<file path="src/rtl/maquina_escritura_rtc.sv">
// Write-side sequencer for the RTC multiplexed address/data bus.
// Snapshots the time/date values on a write request, then hands one address
// byte and one data byte per register to the bus-timing controller, paced by
// its DIR/DAT/cambio_estado strobes, and finishes with a RAM-to-clock or
// RAM-to-timer transfer command.
// Optional build macro: BCD_CHECK_EN (rejects non-BCD snapshots with Err_Esc).
module maquina_escritura_rtc #(
  parameter logic [7:0] ADDR_DIA  = 8'h24,
  parameter logic [7:0] ADDR_MES  = 8'h25,
  parameter logic [7:0] ADDR_ANO  = 8'h26,
  parameter logic [7:0] CMD_CLK   = 8'hF1,
  parameter logic [7:0] CMD_TMR   = 8'hF2,
  parameter logic [7:0] CMD_DATA  = 8'h01,
  parameter logic [7:0] IDLE_BYTE = 8'hFF
) (
  input  logic       clk,
  input  logic       reset,
  input  logic       Escritura,
  input  logic       En_clk,
  input  logic       DIR,
  input  logic       DAT,
  input  logic       cambio_estado,
  input  logic [7:0] D_Seg,
  input  logic [7:0] D_Min,
  input  logic [7:0] D_Hora,
  input  logic [7:0] Seg_E,
  input  logic [7:0] Min_E,
  input  logic [7:0] Hora_E,
  input  logic [7:0] Dia_E,
  input  logic [7:0] Mes_E,
  input  logic [7:0] Ano_E,
  output logic [7:0] Dato_E,
  output logic       E_Esc,
  output logic       Term_Esc,
  output logic       Err_Esc
);

  localparam logic [2:0] IDLE = 3'd0;
  localparam logic [2:0] SEG  = 3'd1;
  localparam logic [2:0] MIN  = 3'd2;
  localparam logic [2:0] HORA = 3'd3;
  localparam logic [2:0] DIA  = 3'd4;
  localparam logic [2:0] MES  = 3'd5;
  localparam logic [2:0] ANO  = 3'd6;
  localparam logic [2:0] CMD  = 3'd7;

  logic [2:0] state, state_next;
  logic [7:0] seg_s, min_s, hora_s, dia_s, mes_s, ano_s;
  logic       target_clk;
  logic [7:0] dato_next;
  logic       e_esc_next, term_next;
  logic [7:0] step_addr, step_data;
  logic [2:0] step_next;
  logic       bcd_ok;
  logic       start;

`ifdef BCD_CHECK_EN
  function automatic logic is_bcd(input logic [7:0] v);
    return (v[7:4] <= 4'd9) && (v[3:0] <= 4'd9);
  endfunction

  // Date registers only matter when the clock bank is the target.
  assign bcd_ok = is_bcd(Seg_E) && is_bcd(Min_E) && is_bcd(Hora_E) &&
                  (!En_clk || (is_bcd(Dia_E) && is_bcd(Mes_E) && is_bcd(Ano_E)));

  // One-cycle abort pulse when a request is refused.
  always_ff @(posedge clk or posedge reset) begin
    if (reset) Err_Esc <= 1'b0;
    else       Err_Esc <= (state == IDLE) && Escritura && !bcd_ok;
  end
`else
  assign bcd_ok  = 1'b1;
  assign Err_Esc = 1'b0;
`endif

  assign start = (state == IDLE) && Escritura && bcd_ok;

  // Per-state address, data byte and successor.
  always_comb begin
    step_addr = IDLE_BYTE;
    step_data = IDLE_BYTE;
    step_next = IDLE;
    case (state)
      SEG:  begin step_addr = D_Seg;    step_data = seg_s;  step_next = MIN;  end
      MIN:  begin step_addr = D_Min;    step_data = min_s;  step_next = HORA; end
      // Timer target has no date registers: jump straight to the command.
      HORA: begin
        step_addr = D_Hora;
        step_data = hora_s;
        step_next = target_clk ? DIA : CMD;
      end
      DIA:  begin step_addr = ADDR_DIA; step_data = dia_s;  step_next = MES;  end
      MES:  begin step_addr = ADDR_MES; step_data = mes_s;  step_next = ANO;  end
      ANO:  begin step_addr = ADDR_ANO; step_data = ano_s;  step_next = CMD;  end
      CMD:  begin
        step_addr = target_clk ? CMD_CLK : CMD_TMR;
        step_data = CMD_DATA;
        step_next = IDLE;
      end
      default: ;
    endcase
  end

  // Next-state and output decode; strobe priority DIR > DAT > cambio_estado.
  always_comb begin
    state_next = state;
    dato_next  = Dato_E;
    e_esc_next = E_Esc;
    term_next  = 1'b0;
    if (state == IDLE) begin
      dato_next  = IDLE_BYTE;
      e_esc_next = start;
      if (start) state_next = SEG;
    end else if (DIR) begin
      dato_next  = step_addr;
      e_esc_next = 1'b1;
    end else if (DAT) begin
      dato_next  = step_data;
      e_esc_next = 1'b1;
    end else if (cambio_estado) begin
      state_next = step_next;
      e_esc_next = 1'b0;
      if (state == CMD) begin
        dato_next = IDLE_BYTE;
        term_next = 1'b1;
      end
    end else begin
      e_esc_next = 1'b1;
    end
  end

  // Sequencer state and registered outputs.
  always_ff @(posedge clk or posedge reset) begin
    if (reset) begin
      state    <= IDLE;
      Dato_E   <= IDLE_BYTE;
      E_Esc    <= 1'b0;
      Term_Esc <= 1'b0;
    end else begin
      state    <= state_next;
      Dato_E   <= dato_next;
      E_Esc    <= e_esc_next;
      Term_Esc <= term_next;
    end
  end

  // Snapshot of the values and target, frozen for the whole sequence.
  always_ff @(posedge clk or posedge reset) begin
    if (reset) begin
      seg_s      <= 8'h00;
      min_s      <= 8'h00;
      hora_s     <= 8'h00;
      dia_s      <= 8'h00;
      mes_s      <= 8'h00;
      ano_s      <= 8'h00;
      target_clk <= 1'b0;
    end else if (start) begin
      seg_s      <= Seg_E;
      min_s      <= Min_E;
      hora_s     <= Hora_E;
      dia_s      <= Dia_E;
      mes_s      <= Mes_E;
      ano_s      <= Ano_E;
      target_clk <= En_clk;
    end
  end

endmodule

</file>
<file path="config.mk">
export PLATFORM = sky130hd
export DESIGN_NAME = maquina_escritura_rtc
export DESIGN_NICKNAME = d
export VERILOG_FILES = /design/src/rtl/maquina_escritura_rtc.sv
export SDC_FILE = /design/constraint.sdc
export NUM_CORES = 1
export LEC_CHECK = 0
export ABC_CLOCK_PERIOD_IN_PS = 4800
export CAP_MARGIN = 20
export CORE_MARGIN = 2
export CORE_UTILIZATION = 52
export DETAILED_ROUTE_END_ITERATION = 16
export GPL_TIMING_DRIVEN = 0
export MAX_ROUTING_LAYER = met4
export PLACE_DENSITY = 0.83
export SKIP_CTS_REPAIR_TIMING = 1
export SYNTH_ARGS = -nofsm -noshare
export SYNTH_HDL_FRONTEND = slang
export SYNTH_SLANG_ARGS = --single-unit
</file>
<file path="constraint.sdc">
create_clock -name clk -period 4.8 [get_ports clk]
set_input_delay 0.96 -clock clk [delete_from_list [all_inputs] [get_ports clk]]
set_output_delay 0.96 -clock clk [all_outputs]
set_load 0.05 [all_outputs]
</file>
==> results.toml <==
[route]
dr_total_vias = 2651
drt_iter0_drc = 299
wl_microns = 8500
ant_nets = 0
first_pass_iters = 5
detail_route.wl_per_cell_microns = 19.3
drc = 0
vias_per_cell = 6.01

[worst_setup_path]
start_kind = "flip-flop"
crit_required_ns = 3.84
worst-path-buf-inv = 1
path_class = "reg2out"
cp_top_family = "buffers and inverters"
max_stage_delay_ns = 0.81
path_cells = "clkdlybuf4s50_1"
crit_arrival_ns = 1.69
worstSetupEndpointType = "output port"
crit_slowest_cell = "clkdlybuf4s50_1"
cp_max_fo = 2

[clock_network]
path_clk_slew_ns = 0.07
clock_latency_ns = 0.34
cts_max_level = 3
clock_path_buffers = 2
cts_buffers = 9
cts_sinks = 62
root_buffer = "clkbuf_8"
cts_tree = "done"

[synth]
synth_enable_flop_cells = 0
async_flop_share_pct = 100
yosysSeqAreaShare_pct = 48.8
syn_inst = 262
netlist_area_sq_um = 3200
synth_most_common_cell = "dfrtp_1"
synth_cell_types = 53
synthesis.nets = 341
synth_area_leaders = "dfrtp_1 (42%), mux2_1 (17%), dfstp_2 (6.6%), mux2_2 (3.5%), mux2i_1 (3.1%)"
ys.flop_type = "dfrtp_1"
synth.avg_cell_area_sq_um = 12.2
synth_top_area_cell = "dfrtp_1"
synth_common_cells = "dfrtp_1 (54), mux2_1 (48), a21oi_1 (13)"
synth_top_area_share_pct = 42.2
ys_ff_latch = 62
synth_warnings = 0

[sta]
tightest_slew_ns = 0.741
tns_ns = 0
rsz0062_at_grt = "false"
period_needed_ns = 2.65
slew_headroom_pct = 50.5
holdWs_ns = 0.484
finalCritPeriodShare_pct = 55.3
setup_slack_ns = 2.15
fmax_mhz = 377
setup_viol = 0
drv_slew = 0
skew_ns = 0.00975
hold_viol_final = 0

[power]
pwr-share-comb_pct = 45.9
clkPwrFrac_pct = 16.8
swShare_pct = 37.8
vdd_drop_max_mv = 0.301
p_sw_mw = 0.975
p_seq_share_pct = 37.3
power_leakage_nw = 1.86
intPower_mw = 1.60
power_density_nw_per_um2 = 591

[placement]
dp_slack_ns = 2.10
placed_area_sq_um = 4180
hpwl_microns = 6190
globalplace.congestion = 0.930
portBuffers = 87

[floorplan]
core_sq_um = 5920
initial_utilization_pct = 54.0
dieWidth_microns = 82.4
std_cell_rows = 28
die_h_microns = 82.4
ios = 90
dieArea_sq_um = 6800

[final_layout]
synthToLayoutAreaGrowth_pct = 36.4
fillerInstances = 421
diodes = 0
multi_input_area_sq_um = 1480
drive_gt1_share_pct = 15.6
final_cell_area_sq_um = 4370
seqCellArea_sq_um = 1560
layout.nets = 440

[hold_path]
hold_path.class = "reg2reg"

[run]
maxCapViolCount = 0

[run_status]
outcome = "completed"

[global_routing]
grt_pass1_vias = 2655
grt_max_degree = 33
grt.overflow.total = 0
antenna_found_initial = 0
track_usage_pct = 27.5
grt_pass1_wl_microns = 13200
routing by layer:
metal	GRT usage [%]	share of wire (%)	wire (microns)	up-vias
met2	42.8	47	3990	189
met5	-	0	0	-
met4	11.0	2.1	182	0
met3	5.87	12	986	21
met1	35.1	39	3350	1263
li1	-	-	-	1178
stage by stage:
step | util [%] | cells | power (mW)
floorplan | - | 262 | 1.76
global placement | 70.3 | 424 | 2.10
detailed placement | 70.7 | 425 | 2.14
CTS | 73.7 | 441 | 2.57
global route | 73.7 | 441 | 2.72
finish | 73.7 | 441 | 2.58
path summary, 6_finish.rpt:
path                                            start                    end  slack [ns]  cells past startpoint
worst max-delay path            Dato_E[2]$_DFFE_PP1P_              Dato_E[2]        2.15                      1
worst min-delay path             ano_s[2]$_DFFE_PP0P_   ano_s[2]$_DFFE_PP0P_        0.48                      1
worst max register to register   state[0]$_DFFE_PP0P_   min_s[4]$_DFFE_PP0P_        2.65                      5
worst min register to register   ano_s[2]$_DFFE_PP0P_   ano_s[2]$_DFFE_PP0P_        0.48                      1
max in group asynchronous                       reset   dia_s[1]$_DFFE_PP0P_        3.16                      3
min in group asynchronous                       reset  hora_s[1]$_DFFE_PP0P_        1.04                      2
cell families after synthesis:
| family | after synthesis | synth area share, % |
|---|---|---|
| muxes | 68 | 23.5 |
| DFF | 62 | 48.8 |
| AOI/OAI and AO/OA | 60 | 14.1 |
| and+or+nand+nor | 46 | 8.17 |
| buffers and inverters | 24 | 4.97 |
| xor gates and xnor gates | 1 | 0.274 |
| other | 1 | 0.117 |
power by group through the flow:
stage / clock (mW) / sequential (mW) / combinational [mW]
floorplan: 0 / 1.04 / 0.719
global placement: 0 / 0.951 / 1.15
detailed placement: 0 / 0.968 / 1.17
CTS: 0.437 / 0.958 / 1.18
global route: 0.465 / 0.987 / 1.27
finish: 0.434 / 0.961 / 1.18
state kept, by name, indices dropped and copies added, names as in the netlist:
signal      count
target_clk      1
Term_Esc        1
state           3
seg_s           8
ano_s           8
E_Esc           1
dia_s           8
min_s           8
Dato_E          8
hora_s          8
mes_s           8
cell usage in the layout, fill, tap and decap left out, types with 7 or more instances in the layout:
cell type and n:
clkdlybuf4s50_1 87, dfrtp_1 54, mux2_1 48, a21oi_1 13, mux2i_1 10, nor2_1 10
mux2_2 10, buf_4 9, clkbuf_8 9, dfstp_2 8, nand2_1 7, nand2b_1 7
area by class of cell:
class,count,area share (%)
Multi-Input combinational cell,176,33.9
Tap cell,75,2.15
Sequential cell,62,35.8
Inverter,5,0.430
Timing Repair Buffer,88,20.4
Buffer,19,3.21
Clock inverter,5,1.15
Clock buffer,11,3.01
Note: power is estimated with default switching activity, not from simulation.
